File: src/rtl/gpu_pkg.sv
// Shared GPU datapath types: RGB444 colour struct, the error colour,
// texture geometry defaults and the per-channel shade helper.
package gpu_pkg;

  localparam int TEX_DIM_LOG2_DEF = 6;
  localparam int TEX_ID_WIDTH_DEF = 4;

  typedef struct packed {
    logic [3:0] r;
    logic [3:0] g;
    logic [3:0] b;
  } color_t;

  // Magenta marks samples that addressed a texture slot that does not exist.
  localparam color_t ERROR_COLOR = 12'hF0F;

  // Darken a colour by logically shifting each 4-bit channel right.
  function automatic color_t shade_color(input color_t c, input logic [1:0] s);
    color_t o;
    o.r = c.r >> s;
    o.g = c.g >> s;
    o.b = c.b >> s;
    return o;
  endfunction

endpackage

File: src/rtl/texture_sampler_if.sv
// Request, texture RAM read port and result stream of the texture sampler.
// master = the surrounding pipeline/RAM, slave = texture_sampler.
interface texture_sampler_if
  import gpu_pkg::*;
#(
  parameter int ADDR_WIDTH   = 22,
  parameter int COLOR_WIDTH  = 12,
  parameter int TEX_ID_WIDTH = TEX_ID_WIDTH_DEF,
  parameter int TEX_DIM_LOG2 = TEX_DIM_LOG2_DEF,
  parameter int TAG_WIDTH    = 20
);

  logic                    req_valid;
  logic                    req_ready;
  logic [TEX_ID_WIDTH-1:0] req_tex_id;
  logic [TEX_DIM_LOG2-1:0] req_u;
  logic [TEX_DIM_LOG2-1:0] req_v;
  logic [1:0]              req_shade;
  logic [TAG_WIDTH-1:0]    req_tag;
  logic [ADDR_WIDTH-1:0]   raddr;
  logic [COLOR_WIDTH-1:0]  rcolor;
  logic                    out_valid;
  logic                    out_ready;
  logic [COLOR_WIDTH-1:0]  out_color;
  logic [TAG_WIDTH-1:0]    out_tag;

  modport master (
    output req_valid, req_tex_id, req_u, req_v, req_shade, req_tag,
    output rcolor, out_ready,
    input  req_ready, raddr, out_valid, out_color, out_tag
  );

  modport slave (
    input  req_valid, req_tex_id, req_u, req_v, req_shade, req_tag,
    input  rcolor, out_ready,
    output req_ready, raddr, out_valid, out_color, out_tag
  );

endinterface

File: src/rtl/gpu_fifo.sv
// Show-ahead synchronous FIFO shared by GPU pipeline stages.
// dout_o always presents the head entry; pop consumes it. DEPTH is a power
// of two so pointers wrap naturally. Storage is not reset, only pointers/count.
module gpu_fifo #(
  parameter int WIDTH = 8,
  parameter int DEPTH = 4
) (
  input  logic                     clk,
  input  logic                     rst,
  input  logic                     push_i,
  input  logic [WIDTH-1:0]         din_i,
  input  logic                     pop_i,
  output logic [WIDTH-1:0]         dout_o,
  output logic [$clog2(DEPTH):0]   count_o,
  output logic                     full_o,
  output logic                     empty_o
);

  localparam int PTR_W = $clog2(DEPTH);
  localparam int CNT_W = PTR_W + 1;

  if (DEPTH < 2 || (DEPTH & (DEPTH - 1)) != 0) begin : g_bad_depth
    $error("gpu_fifo: DEPTH must be a power of two and at least 2");
  end

  logic [WIDTH-1:0] mem_q [DEPTH];
  logic [PTR_W-1:0] wr_ptr_q, wr_ptr_d;
  logic [PTR_W-1:0] rd_ptr_q, rd_ptr_d;
  logic [CNT_W-1:0] count_q, count_d;
  logic             do_push, do_pop;

  assign full_o  = (count_q == CNT_W'(DEPTH));
  assign empty_o = (count_q == '0);
  assign count_o = count_q;
  assign dout_o  = mem_q[rd_ptr_q];

  // Guard against underflow/overflow so a misbehaving producer cannot corrupt state.
  assign do_push = push_i & ~full_o;
  assign do_pop  = pop_i & ~empty_o;

  // Next pointer and occupancy; simultaneous push and pop keep the count.
  always_comb begin
    wr_ptr_d = wr_ptr_q;
    rd_ptr_d = rd_ptr_q;
    count_d  = count_q;
    if (do_push) wr_ptr_d = wr_ptr_q + PTR_W'(1);
    if (do_pop)  rd_ptr_d = rd_ptr_q + PTR_W'(1);
    case ({do_push, do_pop})
      2'b10:   count_d = count_q + CNT_W'(1);
      2'b01:   count_d = count_q - CNT_W'(1);
      default: count_d = count_q;
    endcase
  end

  // Control state: pointers and count, cleared by reset.
  always_ff @(posedge clk) begin
    if (rst) begin
      wr_ptr_q <= '0;
      rd_ptr_q <= '0;
      count_q  <= '0;
    end else begin
      wr_ptr_q <= wr_ptr_d;
      rd_ptr_q <= rd_ptr_d;
      count_q  <= count_d;
    end
  end

  // Entry storage; written on push only, never reset.
  always_ff @(posedge clk) begin
    if (do_push) mem_q[wr_ptr_q] <= din_i;
  end

endmodule

File: src/rtl/texture_sampler.sv
// Texture sampler: turns texel requests into texture RAM reads, captures the
// returned colour one cycle later, optionally darkens it and queues it with
// its tag for the downstream stage. The RAM port never stalls, so request
// acceptance is credit-based on FIFO occupancy plus the in-flight read.
// Optional feature macro: TEXTURE_SAMPLER_SHADE_EN (enables req_shade).
module texture_sampler
  import gpu_pkg::*;
#(
  parameter int ADDR_WIDTH   = 22,
  parameter int COLOR_WIDTH  = 12,
  parameter int TEX_DIM_LOG2 = TEX_DIM_LOG2_DEF,
  parameter int TEX_ID_WIDTH = TEX_ID_WIDTH_DEF,
  parameter int TEX_COUNT    = 16,
  parameter int TAG_WIDTH    = 20,
  parameter int FIFO_DEPTH   = 4
) (
  input logic              clk,
  input logic              rst,
  texture_sampler_if.slave bus
);

  localparam int IDX_W = TEX_ID_WIDTH + 2 * TEX_DIM_LOG2;
  localparam int CNT_W = $clog2(FIFO_DEPTH) + 1;
  localparam int ENT_W = COLOR_WIDTH + TAG_WIDTH;

  if (ADDR_WIDTH < IDX_W) begin : g_bad_addr
    $error("texture_sampler: ADDR_WIDTH cannot hold {tex_id, v, u}");
  end
  if (TEX_COUNT > (1 << TEX_ID_WIDTH)) begin : g_bad_count
    $error("texture_sampler: TEX_COUNT exceeds the texture id range");
  end
  if (COLOR_WIDTH != $bits(color_t)) begin : g_bad_color
    $error("texture_sampler: COLOR_WIDTH must match RGB444");
  end

  logic                  accept;
  logic [CNT_W-1:0]      fifo_count;
  logic [CNT_W:0]        credits_used;
  logic                  fifo_empty;
  logic                  unused_fifo_full;
  logic [ENT_W-1:0]      fifo_head;
  logic                  pop;

  logic                  vld_p1_q;
  logic [TAG_WIDTH-1:0]  tag_p1_q;
  logic [1:0]            shade_p1_q;
  logic                  err_p1_q;
  color_t                color_p1;

  // ---- stage p0: request accept and RAM address ----
  assign bus.raddr = ADDR_WIDTH'({bus.req_tex_id, bus.req_v, bus.req_u});

  // Buffered entries plus the read in flight must leave room for one more.
  assign credits_used  = {1'b0, fifo_count} + {{CNT_W{1'b0}}, vld_p1_q};
  assign bus.req_ready = ~rst & (credits_used < (CNT_W + 1)'(FIFO_DEPTH));
  assign accept        = bus.req_valid & bus.req_ready;

  // In-flight flag: one read is outstanding for the cycle after an accept.
  always_ff @(posedge clk) begin
    if (rst) vld_p1_q <= 1'b0;
    else     vld_p1_q <= accept;
  end

  // Sideband that travels with the read; data only, so left unreset.
  always_ff @(posedge clk) begin
    if (accept) begin
      tag_p1_q   <= bus.req_tag;
      shade_p1_q <= bus.req_shade;
      err_p1_q   <= ({1'b0, bus.req_tex_id} >= (TEX_ID_WIDTH + 1)'(TEX_COUNT));
    end
  end

  // ---- stage p1: RAM data returns, colour select, FIFO push ----
  // Colour mux: out-of-range textures show the error colour, never shaded.
  always_comb begin
    color_p1 = color_t'(bus.rcolor);
`ifdef TEXTURE_SAMPLER_SHADE_EN
    color_p1 = shade_color(color_t'(bus.rcolor), shade_p1_q);
`endif
    if (err_p1_q) color_p1 = ERROR_COLOR;
  end

`ifndef TEXTURE_SAMPLER_SHADE_EN
  logic unused_shade;
  assign unused_shade = ^shade_p1_q;
`endif

  gpu_fifo #(
    .WIDTH (ENT_W),
    .DEPTH (FIFO_DEPTH)
  ) u_fifo (
    .clk     (clk),
    .rst     (rst),
    .push_i  (vld_p1_q),
    .din_i   ({color_p1, tag_p1_q}),
    .pop_i   (pop),
    .dout_o  (fifo_head),
    .count_o (fifo_count),
    .full_o  (unused_fifo_full),
    .empty_o (fifo_empty)
  );

  // ---- stage p2: show-ahead result stream ----
  assign bus.out_valid = ~rst & ~fifo_empty;
  assign pop           = bus.out_valid & bus.out_ready;
  assign bus.out_color = bus.out_valid ? fifo_head[ENT_W-1 -: COLOR_WIDTH] : '0;
  assign bus.out_tag   = bus.out_valid ? fifo_head[TAG_WIDTH-1:0] : '0;

endmodule

File: src/flat_wrapper.sv
// flat-port wrapper written by rule: the top's interface ports become plain ports
module texture_sampler_flat import gpu_pkg::*;
#(
  parameter int ADDR_WIDTH   = 22,
  parameter int COLOR_WIDTH  = 12,
  parameter int TEX_DIM_LOG2 = TEX_DIM_LOG2_DEF,
  parameter int TEX_ID_WIDTH = TEX_ID_WIDTH_DEF,
  parameter int TEX_COUNT    = 16,
  parameter int TAG_WIDTH    = 20,
  parameter int FIFO_DEPTH   = 4
)
  (clk, rst, bus_req_valid, bus_req_tex_id, bus_req_u, bus_req_v, bus_req_shade, bus_req_tag, bus_rcolor, bus_out_ready, bus_req_ready, bus_raddr, bus_out_valid, bus_out_color, bus_out_tag);
  texture_sampler_if #(.ADDR_WIDTH(ADDR_WIDTH), .COLOR_WIDTH(COLOR_WIDTH), .TEX_ID_WIDTH(TEX_ID_WIDTH), .TEX_DIM_LOG2(TEX_DIM_LOG2), .TAG_WIDTH(TAG_WIDTH)) bus_i ();
  input logic clk;
  input logic rst;
  input wire logic [$bits(bus_i.req_valid)-1:0] bus_req_valid;
  input wire logic [$bits(bus_i.req_tex_id)-1:0] bus_req_tex_id;
  input wire logic [$bits(bus_i.req_u)-1:0] bus_req_u;
  input wire logic [$bits(bus_i.req_v)-1:0] bus_req_v;
  input wire logic [$bits(bus_i.req_shade)-1:0] bus_req_shade;
  input wire logic [$bits(bus_i.req_tag)-1:0] bus_req_tag;
  input wire logic [$bits(bus_i.rcolor)-1:0] bus_rcolor;
  input wire logic [$bits(bus_i.out_ready)-1:0] bus_out_ready;
  output wire logic [$bits(bus_i.req_ready)-1:0] bus_req_ready;
  output wire logic [$bits(bus_i.raddr)-1:0] bus_raddr;
  output wire logic [$bits(bus_i.out_valid)-1:0] bus_out_valid;
  output wire logic [$bits(bus_i.out_color)-1:0] bus_out_color;
  output wire logic [$bits(bus_i.out_tag)-1:0] bus_out_tag;
  assign bus_i.req_valid = bus_req_valid;
  assign bus_i.req_tex_id = bus_req_tex_id;
  assign bus_i.req_u = bus_req_u;
  assign bus_i.req_v = bus_req_v;
  assign bus_i.req_shade = bus_req_shade;
  assign bus_i.req_tag = bus_req_tag;
  assign bus_i.rcolor = bus_rcolor;
  assign bus_i.out_ready = bus_out_ready;
  assign bus_req_ready = bus_i.req_ready;
  assign bus_raddr = bus_i.raddr;
  assign bus_out_valid = bus_i.out_valid;
  assign bus_out_color = bus_i.out_color;
  assign bus_out_tag = bus_i.out_tag;
  texture_sampler #(.ADDR_WIDTH(ADDR_WIDTH), .COLOR_WIDTH(COLOR_WIDTH), .TEX_DIM_LOG2(TEX_DIM_LOG2), .TEX_ID_WIDTH(TEX_ID_WIDTH), .TEX_COUNT(TEX_COUNT), .TAG_WIDTH(TAG_WIDTH), .FIFO_DEPTH(FIFO_DEPTH)) u_core (.clk(clk), .rst(rst), .bus(bus_i));
endmodule
File: config.mk
export PLATFORM = sky130hd
export DESIGN_NAME = texture_sampler_flat
export DESIGN_NICKNAME = d
export VERILOG_FILES = /design/src/rtl/gpu_pkg.sv /design/src/rtl/texture_sampler_if.sv /design/src/rtl/gpu_fifo.sv /design/src/rtl/texture_sampler.sv /design/src/flat_wrapper.sv
export SDC_FILE = /design/constraint.sdc
export NUM_CORES = 1
export LEC_CHECK = 0
export ABC_AREA = 1
export CORE_MARGIN = 10
export CORE_UTILIZATION = 45
export DETAILED_ROUTE_END_ITERATION = 12
export PLACE_DENSITY = 0.7
export SLEW_MARGIN = 20
export SYNTH_ARGS = -nofsm -noshare
export SYNTH_HDL_FRONTEND = slang
export SYNTH_SLANG_ARGS = --single-unit
export TNS_END_PERCENT = 5
File: constraint.sdc
create_clock -name clk -period 4.3 [get_ports clk]
set_input_delay 0.43 -clock clk [delete_from_list [all_inputs] [get_ports clk]]
set_output_delay 0.43 -clock clk [all_outputs]
set_load 0.005 [all_outputs]
== Yosys cells after proc, flatten, opt, wreduce, memory -nomap -nowiden ==
Memory sizes are Yosys's and may differ from the RTL's. A register that Yosys moved wholly into a read port is not among the register bits.
Cells that the tools add are included.
Cells by class
  bitwise gates (word level): 9
  multiplexer cells: 7
  reductions and logical operators: 2
  equal/unequal tests: 3
  add/subtract/negate cells: 5
  order comparisons: 1
Operators with widths (number)
  $mux 20: 1
  $mux 12: 1
  $and 1x1->1: 6
  $pmux 3 s2: 1
  $add 2x1->2 const B: 2
  $add 3x1->4: 1
  $lt 4x3->1 const B: 1
  $mux 2: 2
  $add 3x1->3 const B: 1
  $eq 3x3->1 const B: 1
  $logic_not 3->1: 1
  $not 1->1: 3
  $sub 3x1->3 const B: 1
  $eq 2x1->1 const B: 1
  $eq 2x2->1 const B: 1
  $mux 1: 2
  $reduce_bool 2->1: 1
Word-level totals
  logic and storage cells: 33
  RAM bits: 128
  input bits: 54
  memories: 1
  bits in registers: 28
  output and inout bits: 56
Memory list
  u_core.u_fifo.mem_q: depth 4, bits a word 32, rd ports 1, clocked after Yosys merged registers in 1, wr ports 1, line gpu_fifo.sv:26  | logic [WIDTH-1:0] mem_q [DEPTH];

== Depth between registers and ports, before layout ==
  depth in word-level cells: 7
  depth in mapped cells: 13
  gate-level depth less buffers: 13

== Hierarchy ==
A second synthesis with hierarchy kept.
Unflattened totals
  cells, all modules: 501
  area total of the unflattened synthesis: 6585.1 µm²
Modules (own cells, without submodules)
  gpu_fifo: area each 5276.3 µm², instances 1, cells an instance 379
  texture_sampler: area each 1308.8 µm², instances 1, cells an instance 122

== Least setup slack after synthesis ==
Ideal clock, no wire load.
  kind: register -> register
  start point: register u_core.u_fifo.count_q[0], in the netlist u_core.u_fifo.count_o[0]
  end point: memory u_core.u_fifo.mem_q[0][0] (netlist bit), enable pin
  slack: 1.849 ns
  library setup time: 0.421 ns
  arrival time: 2.030 ns
  cell stages (with the launch flop): 5
  buffers on the path: 0
  period minus slack after synthesis: 2.451 ns
  cell sequence: dfxtp_1 -> nor2_1 -> nand2_1 -> nand2_1 -> nor2_1
On the way
  word-level cells in the longest chain between the ends: 5
Ends and longest elaborated chain
  from (decl): line gpu_fifo.sv:29  | logic [CNT_W-1:0] count_q, count_d;
  from (signal assigned): line gpu_fifo.sv:64  | count_q <= count_d;
  $eq 3x3->1: line gpu_fifo.sv:32  | assign full_o = (count_q == CNT_W'(DEPTH));
  $not 1->1: line gpu_fifo.sv:38  | assign do_push = push_i & ~full_o;
  $and 1x1->1: line gpu_fifo.sv:38
  $mux 1: line gpu_fifo.sv:70  | if (do_push) mem_q[wr_ptr_q] <= din_i;
  $mux 1 (not written as such): line gpu_fifo.sv:70
  to (decl): line gpu_fifo.sv:26
No other way between the ends.

==> summary.txt <==
Run status
  – Status: finished clean

Setup path
  – CP bufs+invs: 2
  – Crit path cell chain: clkinv_2 > nor2_1 > o21ai_0 > a21oi_1 > clkdlybuf4s50_1
  – Worst path max stage delay: 0.67 ns
  – Slowest cell on the critical path: clkinv_2
  – Critical path peak fanout: between 60 and 70
  – Worst EP arrival: about 2.7 ns
  – CP Data Required Time: 3.87 ns
  – Crit end category: primary output
  – CP top delay family: buffers and inverters
  – WS Path Type: register to primary output
  – Worst Setup Start Kind: register

Routing
  – Post-route ant nets: 0
  – DRC: 0
  – WL/cell: around 16 um
  – Via/cell ratio: about 5
  – Iter 0 DRT Violations: 290
  – Via Count: around 3800
  – Final WL: ~12000 um
  – Drt first pass iters: 5

Placed design
  – Hpwl dp: 6790 um
  – Port buffer count: 69
  – Dpl ws: about 1.3 ns
  – Gpl congestion: around 0.74

Die
  – Die Y-Extent: about 140 um
  – Initial core utilization: roughly 46%
  – Die W: around 140 um
  – Core Rows: between 40 and 50
  – Num ports: 110
  – Core area: ~14000 um2
  – Die Area: approximately 19000 um2

Pwr
  – Pwr dens: approximately 450 nW/um2
  – Leak: ~2.8 nW
  – Maximum vdd drop: ~0.32 mV

STA
  – Setup Skew: about 0.0068 ns
  – Setup TNS: 0 ns
  – Final Critical Period: 3.10 ns
  – Final Max Slew Viols: 0
  – Tcrit/Tclk final: around 70%
  – Unrepaired setup endpoints after global routing: no
  – Final setup viols: 0
  – Fin. Hold Viols: 0
  – Max-slew headroom: roughly 40%
  – Pin slew with the least headroom to its limit: 0.900 ns
  – Max frequency: between 0.3 and 0.4 GHz
  – Setup ws final: 1.20 ns

Finish
  – Most frequent cells in the layout: 148 x edfxtp_1, 142 x nand2_1, 72 x nor2_1
  – Most common cell after layout, fill and taps aside: edfxtp_1
  – Area delta synth->final: 20.8%
  – Layout cells sized above 1: 6.40%
  – N_diodes: 0
  – Final #Nets: between 600 and 700

Yosys
  – Yosys top cell area share: ~70%
  – Post-synthesis cell count: between 500 and 600
  – Mean Syn Cell Area: between 10 and 15 um2
  – Syn Std Cell Area: 6340 um2
  – Synth Register Bits: between 150 and 200
  – Yosys top cell by area: edfxtp_1
  – Dominant cells by area after synthesis: edfxtp_1 70%, nand2_1 8.4%, nor2_1 4.6%
  – Synthesis Warnings: 0
  – Distinct cells, synth: 21
  – Sequential area share after synthesis: approximately 73%

Clock tree
  – Clock Pin Slew Worst Setup and Hold Paths: about 0.06 ns
  – # clock sinks: around 160
  – CTS Hold Bufs: 0
  – CTS tree: yes
  – Postcts setup bufs: 0
  – Htree depth: 4
  – Worst-Skew Late Latency: between 0.4 and 0.5 ns
  – CTS root buffer: clkbuf_16
  – CTS buffer count: 17
  – Max Root-Sink Buffers: 2
  – CTS resizes: 0

GRT
  – Met2 Usage GRT: between 20% and 30%
  – Grt peak-use layer: met2
  – Number of global-route vias before repair: between 3000 and 4000
  – Largest net degree at the start of global routing: 65
  – Gr usage total: 12.7%
  – M1 GR Usage: 14.2%
  – Antenna violations before repair: 0
  – Total gr overflow: 0
  – First-pass GRT wire length: approximately 19000 um
  – Grt met3 use: 5.07%

Job
  – Max_cap viols: 0

Hold path
  – HP Class: register to register
## routing by layer
metal	part of all wire, %	wire (um)
met3	7.6	922
met4	1.8	213
met1	40	4860
met2	50	6080
met5	0	0
## final timing paths
path,start,end,slack (ns),depth (start not counted)
max,register,bus_out_tag[1],1.20,5
min,u_core.u_fifo.rd_ptr_q[0],register,0.49,2
max reg2reg,u_core.u_fifo.count_o[0],u_core.u_fifo.count_o[2],2.18,12
min reg2reg,u_core.u_fifo.rd_ptr_q[0],register,0.49,2
## worst register-to-register path, stage by stage, from the launching register on
cell and delay [ns]:
dfxtp_1 0.34, nor2_1 0.16, nand2_1 0.14, nand2_1 0.35
ha_1 0.24, inv_1 0.07, fa_1 0.39, inv_1 0.06
nand2_1 0.04, nand3_1 0.08, nand2_1 0.06, nand2_1 0.05
nor2_1 0.04
## metrics by stage
step	instances	hold slack, ns	power (W)	utilization, %	area, um2
2_1_floorplan	534	0.447	0.00199	-	6360
5_1_grt	774	0.507	0.00360	55.4	7660
4_1_cts	770	0.490	0.00349	54.6	7550
3_3_place_gp	740	0.450	0.00211	50.7	7010
6_report	774	0.490	0.00346	55.4	7660
3_5_place_dp	740	0.480	0.00213	50.7	7020
## final cells by class
| cell class | count | area, um2 |
|---|---|---|
| fill | 1092 | 6160 |
| sequential | 158 | 4650 |
| multi-input combinational | 310 | 1360 |
| timing repair buffer | 74 | 808 |
| clock buffer | 20 | 437 |
| tap | 180 | 225 |
| clock inverter | 10 | 98.8 |
| inverter | 22 | 85.1 |
## registers in the layout, summed over array words and instances (netlist names), named ones only
register,count
u_core.tag_p1_q,20
u_core.u_fifo.count_o,3
u_core.u_fifo.mem_q,128
u_core.u_fifo.rd_ptr_q,2
u_core.u_fifo.wr_ptr_q,2
u_core.vld_p1_q,1
## cells in the mapped netlist (all sizes together)
cell type and count:
a21oi 38, buf 35, clkbuf 9, clkinv 1
conb 1, dfxtp 10, edfxtp 148, fa 1
ha 5, inv 21, nand2 143, nand3 5
nand3b 1, nor2 77, o21ai 34
## kinds of logic after synthesis
family                   after synthesis  share of synthesized area, %
AND/OR/NAND/NOR                      226                          13.6
flip-flops                           158                          73.2
adder cells (fa/ha/maj)                6                          1.30
buffers and inverters                 66                          6.17
other                                  1                        0.0591
AO/OA/AOI/OAI                         72                          5.68
## power breakdown
part	total, W	switching (W)	internal (W)	leakage, nW
Clock	0.00136	0.000530	0.000835	0.262
Sequential	0.00176	0.0000231	0.00174	1.43
Combinational	0.000334	0.000191	0.000143	1.12
Total	0.00346	0.000744	0.00272	2.82
No activity file was read; power rests on OpenSTA's default activity.
